--- src/rtl/booth_mac_pkg.sv ---
// rtl/booth_mac_pkg.sv - shared widths, FSM state type and accumulator limits for the Booth MAC
package booth_mac_pkg;

    localparam int ACC_W_DEF  = 40;
    localparam int PROD_W_DEF = 32;
    localparam int CNT_W_DEF  = 8;

    typedef enum logic {
        ACCUM = 1'b0,
        DRAIN = 1'b1
    } state_e;

    localparam logic [ACC_W_DEF-1:0] ACC_MAX = {1'b0, {(ACC_W_DEF-1){1'b1}}};
    localparam logic [ACC_W_DEF-1:0] ACC_MIN = {1'b1, {(ACC_W_DEF-1){1'b0}}};

endpackage

--- src/rtl/booth_mac_add40.sv ---
// rtl/booth_mac_add40.sv - sign-extending accumulate adder with overflow detect; BOOTH_MAC_SATURATE_EN selects clamping
module booth_mac_add40
    import booth_mac_pkg::*;
#(
    parameter int ACC_W  = ACC_W_DEF,
    parameter int PROD_W = PROD_W_DEF
) (
    input  logic [ACC_W-1:0]  acc_i,
    input  logic [PROD_W-1:0] prod_i,
    output logic [ACC_W-1:0]  sum_o,
    output logic              ovf_o
);

    logic [ACC_W-1:0] ext;
    logic [ACC_W-1:0] raw;

    assign ext   = {{(ACC_W-PROD_W){prod_i[PROD_W-1]}}, prod_i};
    assign raw   = acc_i + ext;
    assign ovf_o = (acc_i[ACC_W-1] == ext[ACC_W-1]) && (raw[ACC_W-1] != acc_i[ACC_W-1]);

`ifdef BOOTH_MAC_SATURATE_EN
    localparam logic [ACC_W-1:0] SAT_MAX = {1'b0, {(ACC_W-1){1'b1}}};
    localparam logic [ACC_W-1:0] SAT_MIN = {1'b1, {(ACC_W-1){1'b0}}};

    // Overflow needs equal operand signs, so the accumulator sign gives the clamp direction.
    assign sum_o = ovf_o ? (acc_i[ACC_W-1] ? SAT_MIN : SAT_MAX) : raw;
`else
    assign sum_o = raw;
`endif

endmodule

--- src/rtl/booth_mac_accumulator.sv ---
// rtl/booth_mac_accumulator.sv - dot-product accumulator over Booth products; build option BOOTH_MAC_SATURATE_EN
module booth_mac_accumulator
    import booth_mac_pkg::*;
#(
    parameter int ACC_W  = ACC_W_DEF,
    parameter int PROD_W = PROD_W_DEF,
    parameter int CNT_W  = CNT_W_DEF
) (
    input  logic              clk,
    input  logic              reset,
    input  logic              clr,
    input  logic              in_valid,
    output logic              in_ready,
    input  logic [PROD_W-1:0] in_product,
    input  logic              in_last,
    output logic              out_valid,
    input  logic              out_ready,
    output logic [ACC_W-1:0]  out_sum,
    output logic [CNT_W-1:0]  out_count,
    output logic              out_overflow
);

    state_e             state_q, state_d;
    logic [ACC_W-1:0]   acc_q, acc_d;
    logic [CNT_W-1:0]   cnt_q, cnt_d;
    logic               ovf_q, ovf_d;
    logic [ACC_W-1:0]   out_sum_q, out_sum_d;
    logic [CNT_W-1:0]   out_count_q, out_count_d;
    logic               out_ovf_q, out_ovf_d;

    logic [ACC_W-1:0]   add_sum;
    logic               add_ovf;
    logic [CNT_W-1:0]   cnt_inc;
    logic               accept;

    booth_mac_add40 #(
        .ACC_W  (ACC_W),
        .PROD_W (PROD_W)
    ) u_add (
        .acc_i  (acc_q),
        .prod_i (in_product),
        .sum_o  (add_sum),
        .ovf_o  (add_ovf)
    );

    assign in_ready     = (state_q == ACCUM) && !clr;
    assign accept       = in_valid && in_ready;
    assign cnt_inc      = (cnt_q == {CNT_W{1'b1}}) ? cnt_q : cnt_q + 1'b1;
    assign out_valid    = (state_q == DRAIN);
    assign out_sum      = out_sum_q;
    assign out_count    = out_count_q;
    assign out_overflow = out_ovf_q;

    always_comb begin
        state_d     = state_q;
        acc_d       = acc_q;
        cnt_d       = cnt_q;
        ovf_d       = ovf_q;
        out_sum_d   = out_sum_q;
        out_count_d = out_count_q;
        out_ovf_d   = out_ovf_q;
        if (clr) begin
            state_d = ACCUM;
            acc_d   = '0;
            cnt_d   = '0;
            ovf_d   = 1'b0;
        end else begin
            case (state_q)
                ACCUM: begin
                    if (accept) begin
                        if (in_last) begin
                            out_sum_d   = add_sum;
                            out_count_d = cnt_inc;
                            out_ovf_d   = ovf_q | add_ovf;
                            acc_d       = '0;
                            cnt_d       = '0;
                            ovf_d       = 1'b0;
                            state_d     = DRAIN;
                        end else begin
                            acc_d = add_sum;
                            cnt_d = cnt_inc;
                            ovf_d = ovf_q | add_ovf;
                        end
                    end
                end
                DRAIN: begin
                    if (out_ready) begin
                        state_d = ACCUM;
                    end
                end
                default: state_d = ACCUM;
            endcase
        end
    end

    always_ff @(posedge clk) begin
        if (reset) begin
            state_q     <= ACCUM;
            acc_q       <= '0;
            cnt_q       <= '0;
            ovf_q       <= 1'b0;
            out_sum_q   <= '0;
            out_count_q <= '0;
            out_ovf_q   <= 1'b0;
        end else begin
            state_q     <= state_d;
            acc_q       <= acc_d;
            cnt_q       <= cnt_d;
            ovf_q       <= ovf_d;
            out_sum_q   <= out_sum_d;
            out_count_q <= out_count_d;
            out_ovf_q   <= out_ovf_d;
        end
    end

endmodule

--- config.mk ---
export PLATFORM = sky130hd
export DESIGN_NAME = booth_mac_accumulator
export DESIGN_NICKNAME = d
export VERILOG_FILES = /design/src/rtl/booth_mac_pkg.sv /design/src/rtl/booth_mac_add40.sv /design/src/rtl/booth_mac_accumulator.sv
export SDC_FILE = /design/constraint.sdc
export NUM_CORES = 1
export LEC_CHECK = 0
export BUFFER_PORTS_ARGS = -buffer_cell sky130_fd_sc_hd__buf_4
export CORE_MARGIN = 2
export CORE_UTILIZATION = 53
export DETAILED_ROUTE_END_ITERATION = 12
export GPL_ROUTABILITY_DRIVEN = 1
export PLACE_DENSITY_LB_ADDON = 0.3
export SLEW_MARGIN = 0
export SYNTH_ARGS = -nofsm -noshare
export SYNTH_HDL_FRONTEND = slang
export SYNTH_SLANG_ARGS = --single-unit
--- constraint.sdc ---
create_clock -name clk -period 4.3 [get_ports clk]
set_clock_uncertainty 0.2 [all_clocks]
set_input_delay 0.86 -clock clk [delete_from_list [all_inputs] [get_ports clk]]
set_output_delay 0.86 -clock clk [all_outputs]
set_load 0.01 [all_outputs]
==> results of run 1 <==
routing by layer:
layer,GRT usage,up-vias,routed length (um)
li1,-,2799,-
met1,0.343,2643,6900
met2,0.463,205,7560
met3,0.0526,30,956
met4,0.101,0,351
met5,0,-,0
power by group through the flow:
stage	Combinational [mW]	Clock (mW)	Sequential, mW
3_3_place_gp	0.293	0	0.972
3_5_place_dp	0.296	0	0.973
2_1_floorplan	0.184	0	0.979
4_1_cts	0.298	0.597	0.952
5_1_grt	0.330	0.629	0.955
6_report	0.300	0.585	0.952
worst max-delay path, stage by stage:
cell	delay, ps
buf_4	110
ha_1	380
a2111oi_0	420
o21ai_1	180
a31oi_2	310
o41ai_4	140
a21oi_2	230
o21ai_2	120
xnor2_1	180
or4_1	410
a31oi_1	160
final cells by class:
class,count,area share
flip-flops and latches,99,0.293
clock buffers,9,0.0183
well taps,140,0.0259
clock inverters,7,0.00870
inverters,11,0.00611
multi-input cells,593,0.542
repair buffers,95,0.105
worst paths after layout:
kind	start	slack, ps	to
setup reg to reg	acc_q[0]	1170	out_sum[38]
hold / removal	out_sum[17]	260	out_sum[17]
hold reg to reg	out_sum[17]	260	out_sum[17]
setup / recovery	in_product[6]	930	acc_q[39]
cell usage in the layout (no fill, tap or decap), types with 9 or more instances in the layout:
master and instances:
nand2_1 113, dfxtp_1 99, buf_4 95, a21oi_1 88, nor2_1 82, ha_1 40
o21ai_0 31, nor3_1 24, xnor2_1 21, xor2_1 19, nand3_1 19, a211oi_1 19
a22o_1 17, a22oi_1 13, a21o_1 12, inv_1 11, nand4_1 9, clkbuf_8 9
cells by family after synthesis:
| family | synth area share |
|---|---|
| buf+inv | 0.0375 |
| compound gates | 0.259 |
| mux | 0.00171 |
| simple gates | 0.215 |
| fa+ha+maj | 0.0887 |
| flops | 0.338 |
| xor+xnor | 0.0597 |
sequential cells by signal, summed over array words and instances, names as in the netlist:
signal	count
acc_q	40
out_sum	40
cnt_q	8
out_count	8
out_overflow	1
out_valid	1
ovf_q	1
through the flow:
stage / area, um2 / instances / utilization
detailed placement: 6580 / 938 / 0.607
CTS: 6760 / 954 / 0.624
global placement: 6580 / 938 / 0.607
global route: 6760 / 954 / 0.624
finish: 6760 / 954 / 0.624
floorplan: 5870 / 748 / -
==> flow_metrics.tcl, run 1 <==
set metrics [dict create \
    dieArea_um2 11900 \
    powerDensity_nw_per_um2 272 \
    clkSinkCount 99 \
    avgSynthCellArea_um2 7.85 \
    critPathCaptureType "flop" \
    drc_errors 0 \
    clk-insertion-delay-late_ps 400 \
    switchingPower_uw 561 \
    critical_path_class "primary input to flop" \
    cts.repair.resized 0 \
    startpoint_type "primary input" \
    cts_tree "built" \
    multi_input_area_um2 3670 \
    grt_max_degree 59 \
    ys_ff_latch 99 \
    final.setup.worst_slack_ps 928 \
    syn_to_final_growth_pct 15.2 \
    synth_edf_count 0 \
    route.detailed.wl_per_inst_um 16.5 \
    setup_viol_count_final 0 \
    cts_max_path_buffers 2 \
    outcome "finished clean" \
    drive_above_1_share 0.156 \
    p_int_mw 1.28 \
    ir_worst_vdd_mv 0.268 \
    cts-htree-levels 3 \
    seq_area_um2 1980 \
    antenna_found_initial 0 \
    ys_seq_area_frac 0.338 \
    hold_buffers 0 \
    synthDistinctLibCells 59 \
    yosysMostFrequentCell "nand2_1" \
    cts-root-buf "clkbuf_8" \
    synth_ff_type "dfxtp_1" \
    p_leak_nw 2.94 \
    chipWidth_um 109 \
    synth_warnings 0 \
    synth_largest_area_cell "dfxtp_1" \
    rr_worst_depth 12 \
    dr.pass1.iters 5 \
    gp_congestion 0.953 \
    required_ps 4430 \
    synth_common_cells "113 x nand2_1, 99 x dfxtp_1, 88 x a21oi_1" \
    finalPower_mw 1.84 \
    dpl.hpwl_mm 11.3 \
    pwr-share-comb 0.163 \
    post-synth-top-area-fraction 0.338 \
    finalHoldWorstSlack_ps 259 \
    design.core.area_um2 10800 \
    io_pins 89 \
    max_cap_viol_count 0 \
    grt_use_total 0.273 \
    cts-buffers-inserted 9 \
    cp_data_arrival_time_ps 3510 \
    crit_fanout 7 \
    p_clk_frac 0.319 \
    synthArstFlopShare 0 \
    rsz0062_at_grt "false" \
    slew_headroom 0.314 \
    portBuffers 88 \
    synth_area_um2 5870 \
    fillers 989 \
    min_period_ps 3370 \
    final_max_slew_viol_count 0 \
    grt_first_pass_wirelength_mm 25.5 \
    cts_setup_buffers 0 \
    first_global_vias 5317 \
    path_clk_slew_ps 110 \
    seqPwrFrac 0.518 \
    syn-num-nets 827 \
    syn_inst 748 \
    gr-total-overflow 0 \
    ant_nets 0 \
    num_rows 38 \
    drt_iter0_markers 309 \
    place_ws_ps 547 \
    nets 888 \
    viasPerCell 5.95 \
    finalCritPeriodShare 0.784 \
    max_slew.worst_pin.slew_ps 1030 \
    synth_area_leaders "dfxtp_1 34%, ha_1 8.5%, a21oi_1 7.5%" \
    vias 5677 \
    wl_mm 15.8 \
    diodes 0 \
    swShare 0.305 \
    start_util 0.541 \
    hold_depth 2 \
    die_y_um 109 \
    hold_viol 0 \
    fin_tns_setup_ps 0 \
    hold_path_class "flop to flop" \
    max_freq_mhz 297 \
]
No activity file was read; power rests on OpenSTA's default activity.
==> run 2, diff against run 1 <==
--- a/config.mk
+++ b/config.mk
@@ -7,7 +7,7 @@
 export LEC_CHECK = 0
 export BUFFER_PORTS_ARGS = -buffer_cell sky130_fd_sc_hd__buf_4
 export CORE_MARGIN = 2
-export CORE_UTILIZATION = 53
+export CORE_UTILIZATION = 52
 export DETAILED_ROUTE_END_ITERATION = 12
 export GPL_ROUTABILITY_DRIVEN = 1
 export PLACE_DENSITY_LB_ADDON = 0.3
==> constraint.sdc (replaced) <==
create_clock -name clk -period 3 [get_ports clk]
set_clock_uncertainty 0.2 [all_clocks]
set_input_delay 0.6 -clock clk [delete_from_list [all_inputs] [get_ports clk]]
set_output_delay 0.6 -clock clk [all_outputs]
set_load 0.01 [all_outputs]
==> flow_metrics.tcl, run 2 (synthesis gave the netlist of run 1 again) <==
set metrics [dict create \
    outcome "finished clean" \
    critPathCaptureType "flop" \
    max_cap_viol_count 0 \
    final_util 0.710 \
    hold_viol 0 \
    cpLargestDelayFamily "compound AO/OA/AOI/OAI gates" \
    first_global_vias 6136 \
    crit_fanout 4 \
    die_y_um 110 \
    fillers 854 \
    max_stage_delay_ps 330 \
    slew_headroom 0.544 \
    postPlaceCellArea_um2 7360 \
    nets 986 \
    drt_iter0_markers 292 \
    clk-insertion-delay-late_ps 360 \
    finalCritPeriodShare 0.968 \
    design.core.area_um2 10900 \
    pwr-share-comb 0.169 \
    drive_above_1_share 0.270 \
    grt_first_pass_wirelength_mm 28.7 \
    path_clk_slew_ps 80 \
    grt_use_total 0.303 \
    start_util 0.537 \
    dr.pass1.iters 4 \
    drc_errors 0 \
    rsz0062_at_grt "true" \
    route.detailed.wl_per_inst_um 16.9 \
    viasPerCell 5.80 \
    cts-htree-levels 3 \
    swShare 0.293 \
    dpl.hpwl_mm 12.9 \
    cp_common_cell "buf_4" \
    switchingPower_uw 901 \
    ir_worst_vdd_mv 0.488 \
    p_leak_nw 3.49 \
    dp_cells 1034 \
    hold_path_class "flop to flop" \
    cp_cell_sequence "buf_4 > ha_2 > inv_2 > fa_2 > nor2b_2 > o2111ai_2 > a21oi_1 > buf_4 > or2_4 > o211ai_1 > a211oi_1 > buf_4 > or3_4 > a31o_2" \
    mostFrequentLayoutCells "193 x buf_4, 113 x nand2_1, 98 x dfxtp_1" \
    powerDensity_nw_per_um2 396 \
    antenna_found_initial 0 \
    final_common_cell "buf_4" \
    startpoint_type "primary input" \
    io_pins 89 \
    critical_path_class "primary input to flop" \
    seqPwrFrac 0.444 \
    min_period_ps 2900 \
    final_max_slew_viol_count 0 \
    cp_data_arrival_time_ps 2960 \
    gr-total-overflow 0 \
    p_int_mw 2.18 \
    portBuffers 88 \
    chipWidth_um 110 \
    vias 6105 \
    syn_to_final_growth_pct 32.3 \
    fin_tns_setup_ps 0 \
    p_clk_frac 0.387 \
    cts_tree "built" \
    gp_congestion 0.957 \
    ant_nets 0 \
    finalHoldWorstSlack_ps 258 \
    setup_viol_count_final 0 \
    cpMaxStageDelayCell "or3_4" \
    cts-buffers-inserted 9 \
    diodes 0 \
    max_slew.worst_pin.slew_ps 685 \
    clkSinkCount 99 \
    grt_max_degree 59 \
    required_ps 3060 \
    worst-path-buf-inv 4 \
    cts-root-buf "clkbuf_16" \
    postLayoutCellArea_um2 7760 \
    num_rows 38 \
    max_freq_mhz 344 \
    fin_cells 1052 \
    wl_mm 17.8 \
    dieArea_um2 12200 \
    cts_max_path_buffers 2 \
]
## run 2: cell count changes in the layout (fill, tap and decap cells not counted), moves of 3 or more
| cell | change |
|---|---|
| buf_4 | +98 |
| clkbuf_16 | +9 |
| clkbuf_8 | -9 |
| ha_1 | -6 |
| ha_4 | +5 |
| inv_8 | +3 |
## run 2: final cells by class
type                            count  area (um2)  area share
Tap cell                          140         175      0.0226
Clock buffer                        9         225      0.0290
Clock inverter                      7        76.3     0.00983
Timing Repair Buffer              193        1450       0.187
Sequential cell                    99        1980       0.255
Multi-Input combinational cell    593        3810       0.491
Inverter                           11        41.3     0.00532
## run 2: through the flow
step                setup slack [ps]  total power, mW
finish                          96.0             3.08
global route                   -15.3             3.20
CTS                             7.51             3.09
detailed placement              -439             1.90
global placement                -291             1.89
floorplan                      -11.5             1.67
## run 2: tightest hold or removal path, delay by kind of cell, from the launching register on
| kind | cells | cell delay, ps |
|---|---|---|
| simple gates | 1 | 50 |
| flops | 1 | 310 |
| compound gates | 1 | 50 |
## run 2: path summary, 6_finish.rpt
kind         slack, ps  cells past startpoint     startpoint          end
min                260                      2    out_sum[10]  out_sum[10]
max                100                     14  in_product[0]    acc_q[32]
max reg2reg        110                     11       acc_q[2]    acc_q[39]
min reg2reg        260                      2    out_sum[10]  out_sum[10]
## run 2: what timing repair did
| item | 4_1_cts | 5_1_grt |
|---|---|---|
| setup endpoints to repair | 4 | 20 |
| setup buffers | 0 | 2 |
| hold buffers | 0 | 0 |
| pin swaps | 0 | 16 |
| gates resized for setup | 2 | 18 |
## run 2: power groups by stage
stage,registers [mW],clock network [mW],logic [mW]
2_1_floorplan,1.40,0,0.269
3_3_place_gp,1.39,0,0.492
3_5_place_dp,1.40,0,0.502
4_1_cts,1.37,1.21,0.506
5_1_grt,1.37,1.26,0.569
6_report,1.37,1.19,0.520
## run 2: per-layer routing
metal,track usage,wire length [um],vias to the layer above
met4,0.102,343,0
met2,0.546,9090,170
met3,0.0782,1000,35
li1,-,-,2997
met1,0.346,7340,2903
met5,0,0,-
==> run 3, diff against run 2 <==
--- a/config.mk
+++ b/config.mk
@@ -14,4 +14,5 @@
 export SLEW_MARGIN = 0
 export SYNTH_ARGS = -nofsm -noshare
 export SYNTH_HDL_FRONTEND = slang
+export SYNTH_HIERARCHICAL = 1
 export SYNTH_SLANG_ARGS = --single-unit
==> flow_metrics.tcl, run 3 <==
set metrics [dict create \
    grt_use_total 0.274 \
    setup_viol_count_final 3 \
    crit_path_start "in_product[0]" \
    grt_first_pass_wirelength_mm 28.4 \
    synth_common_cells "137 x nand2_1, 122 x a21oi_1, 99 x dfxtp_1" \
    p_leak_nw 3.61 \
    ys_ff_latch 99 \
    min_period_ps 3010 \
    mostFrequentLayoutCells "216 x buf_4, 134 x nand2_1, 114 x a21oi_1" \
    slew_headroom 0.332 \
    hold_viol 0 \
    cts_max_path_buffers 2 \
    yosysMostFrequentCell "nand2_1" \
    cts_tree "built" \
    r2r-start "acc_q[0]" \
    nets 1040 \
    io_pins 89 \
    synth_largest_area_cell "dfxtp_1" \
    synth_edf_count 0 \
    first_global_vias 6059 \
    diodes 0 \
    cts-htree-levels 3 \
    regToRegSetupSlack_ps 0 \
    ir_worst_vdd_mv 0.389 \
    design.core.area_um2 11400 \
    startpoint_type "primary input" \
    dieArea_um2 12500 \
    drc_errors 0 \
    syn_inst 783 \
    post-synth-top-area-fraction 0.329 \
    die_y_um 112 \
    final.setup.worst_slack_ps -14.9 \
    finalCritPeriodShare 1.00 \
    synth_area_leaders "dfxtp_1 33%, a21oi_1 10%, nand2_1 8.5%" \
    cp_data_arrival_time_ps 3040 \
    postLayoutCellArea_um2 8120 \
    dp_cells 1087 \
    cts-buffers-inserted 9 \
    cts-root-buf "clkbuf_16" \
    viasPerCell 5.73 \
    final_common_cell "buf_4" \
    drive_above_1_share 0.298 \
    gp_congestion 0.914 \
    synth_area_um2 6020 \
    portBuffers 88 \
    fin_cells 1109 \
    critPathCaptureType "flop" \
    synth_ff_type "dfxtp_1" \
    gr-total-overflow 0 \
    num_rows 39 \
    synth_warnings 6 \
    ant_nets 0 \
    outcome "finished with violations" \
    drt_iter0_markers 434 \
    syn-num-nets 862 \
    wl_mm 17.4 \
    dr.pass1.iters 5 \
    ys_seq_area_frac 0.329 \
    start_util 0.530 \
    crit_fanout 4 \
    required_ps 3020 \
    final_max_slew_viol_count 0 \
    grt_max_degree 57 \
    synthArstFlopShare 0 \
    antenna_found_initial 0 \
    dpl.hpwl_mm 12.5 \
    powerDensity_nw_per_um2 378 \
    max_cap_viol_count 0 \
    max_freq_mhz 332 \
    path_clk_slew_ps 70 \
    postPlaceCellArea_um2 7640 \
    syn_to_final_growth_pct 34.9 \
    clkSinkCount 99 \
    route.detailed.wl_per_inst_um 15.7 \
    chipWidth_um 112 \
    hold_path_class "flop to flop" \
    clk-insertion-delay-late_ps 360 \
    hold_start "out_sum[8]" \
    max_slew.worst_pin.slew_ps 1000 \
    violations "negative setup slack" \
    rsz0062_at_grt "true" \
    critical_path_class "primary input to flop" \
    final_util 0.715 \
    vias 6351 \
    synthDistinctLibCells 59 \
    avgSynthCellArea_um2 7.69 \
]
run 3: worst paths after layout:
kind / to / cells past startpoint
worst max-delay path: acc_q[35] / 14
worst min register to register: out_sum[8] / 2
worst min-delay path: out_sum[8] / 2
worst max register to register: acc_q[35] / 13
run 3: cells by family (layout without fill, tap and decap cells):
logic type                 Yosys count  in the layout  share of synthesized area
and+or+nand+nor                    305            305                      0.239
AOI/OAI and AO/OA                  237            237                      0.243
DFF                                 99             99                      0.329
buffers and inverters               60            243                     0.0422
adders and majority gates           41             41                     0.0864
xor gates and xnor gates            40             40                     0.0582
muxes                                1              1                    0.00166
run 3: per-stage QoR:
stage                     hold WS, ps  setup slack [ps]  setup TNS (ps)  total power [mW]
after floorplan                   236             -1.97           -1.97              1.68
after global placement            242              -311           -7660              1.93
after detailed placement          249              -413          -10510              1.94
after CTS                         258              3.18               0              3.06
after global routing              271              -149           -1090              3.18
final                             254             -14.9           -23.8              3.07
run 3: layer usage:
layer,track usage,up-vias,share of wire
met3,0.0376,38,0.047
li1,-,3119,-
met2,0.470,214,0.49
met1,0.342,2980,0.43
met4,0.130,0,0.024
met5,0,-,0
run 3: worst max-delay path, cell delays in order:
cell,delay (ps)
buf_4,120
ha_4,160
buf_4,130
a211oi_2,230
nor2_2,90
o311ai_2,360
o211ai_1,180
a31o_2,310
or2_1,230
buf_4,140
xor2_2,140
nor3b_2,160
a21oi_1,130
nor2_1,50
run 3: final cells by class:
cell class / count / area (um2)
multi-input cells: 624 / 3980
fillers: 881 / 3250
flip-flops and latches: 99 / 1990
repair buffers: 219 / 1670
clock buffers: 10 / 229
well taps: 143 / 179
clock inverters: 6 / 50.0
inverters: 8 / 30.0
run 3: timing repair:
item	CTS	global route
setup buffers	0	6
pin swaps	2	23
hold buffers	0	0
resized for setup	4	36
setup endpoints to repair	5	31
run 3: power breakdown:
part / total, mW / leakage, nW / internal [mW] / switching (mW)
logic: 0.575 / 2.68 / 0.275 / 0.301
clock network: 1.13 / 0.130 / 0.572 / 0.557
registers: 1.36 / 0.803 / 1.34 / 0.0182
total: 3.07 / 3.61 / 2.19 / 0.876
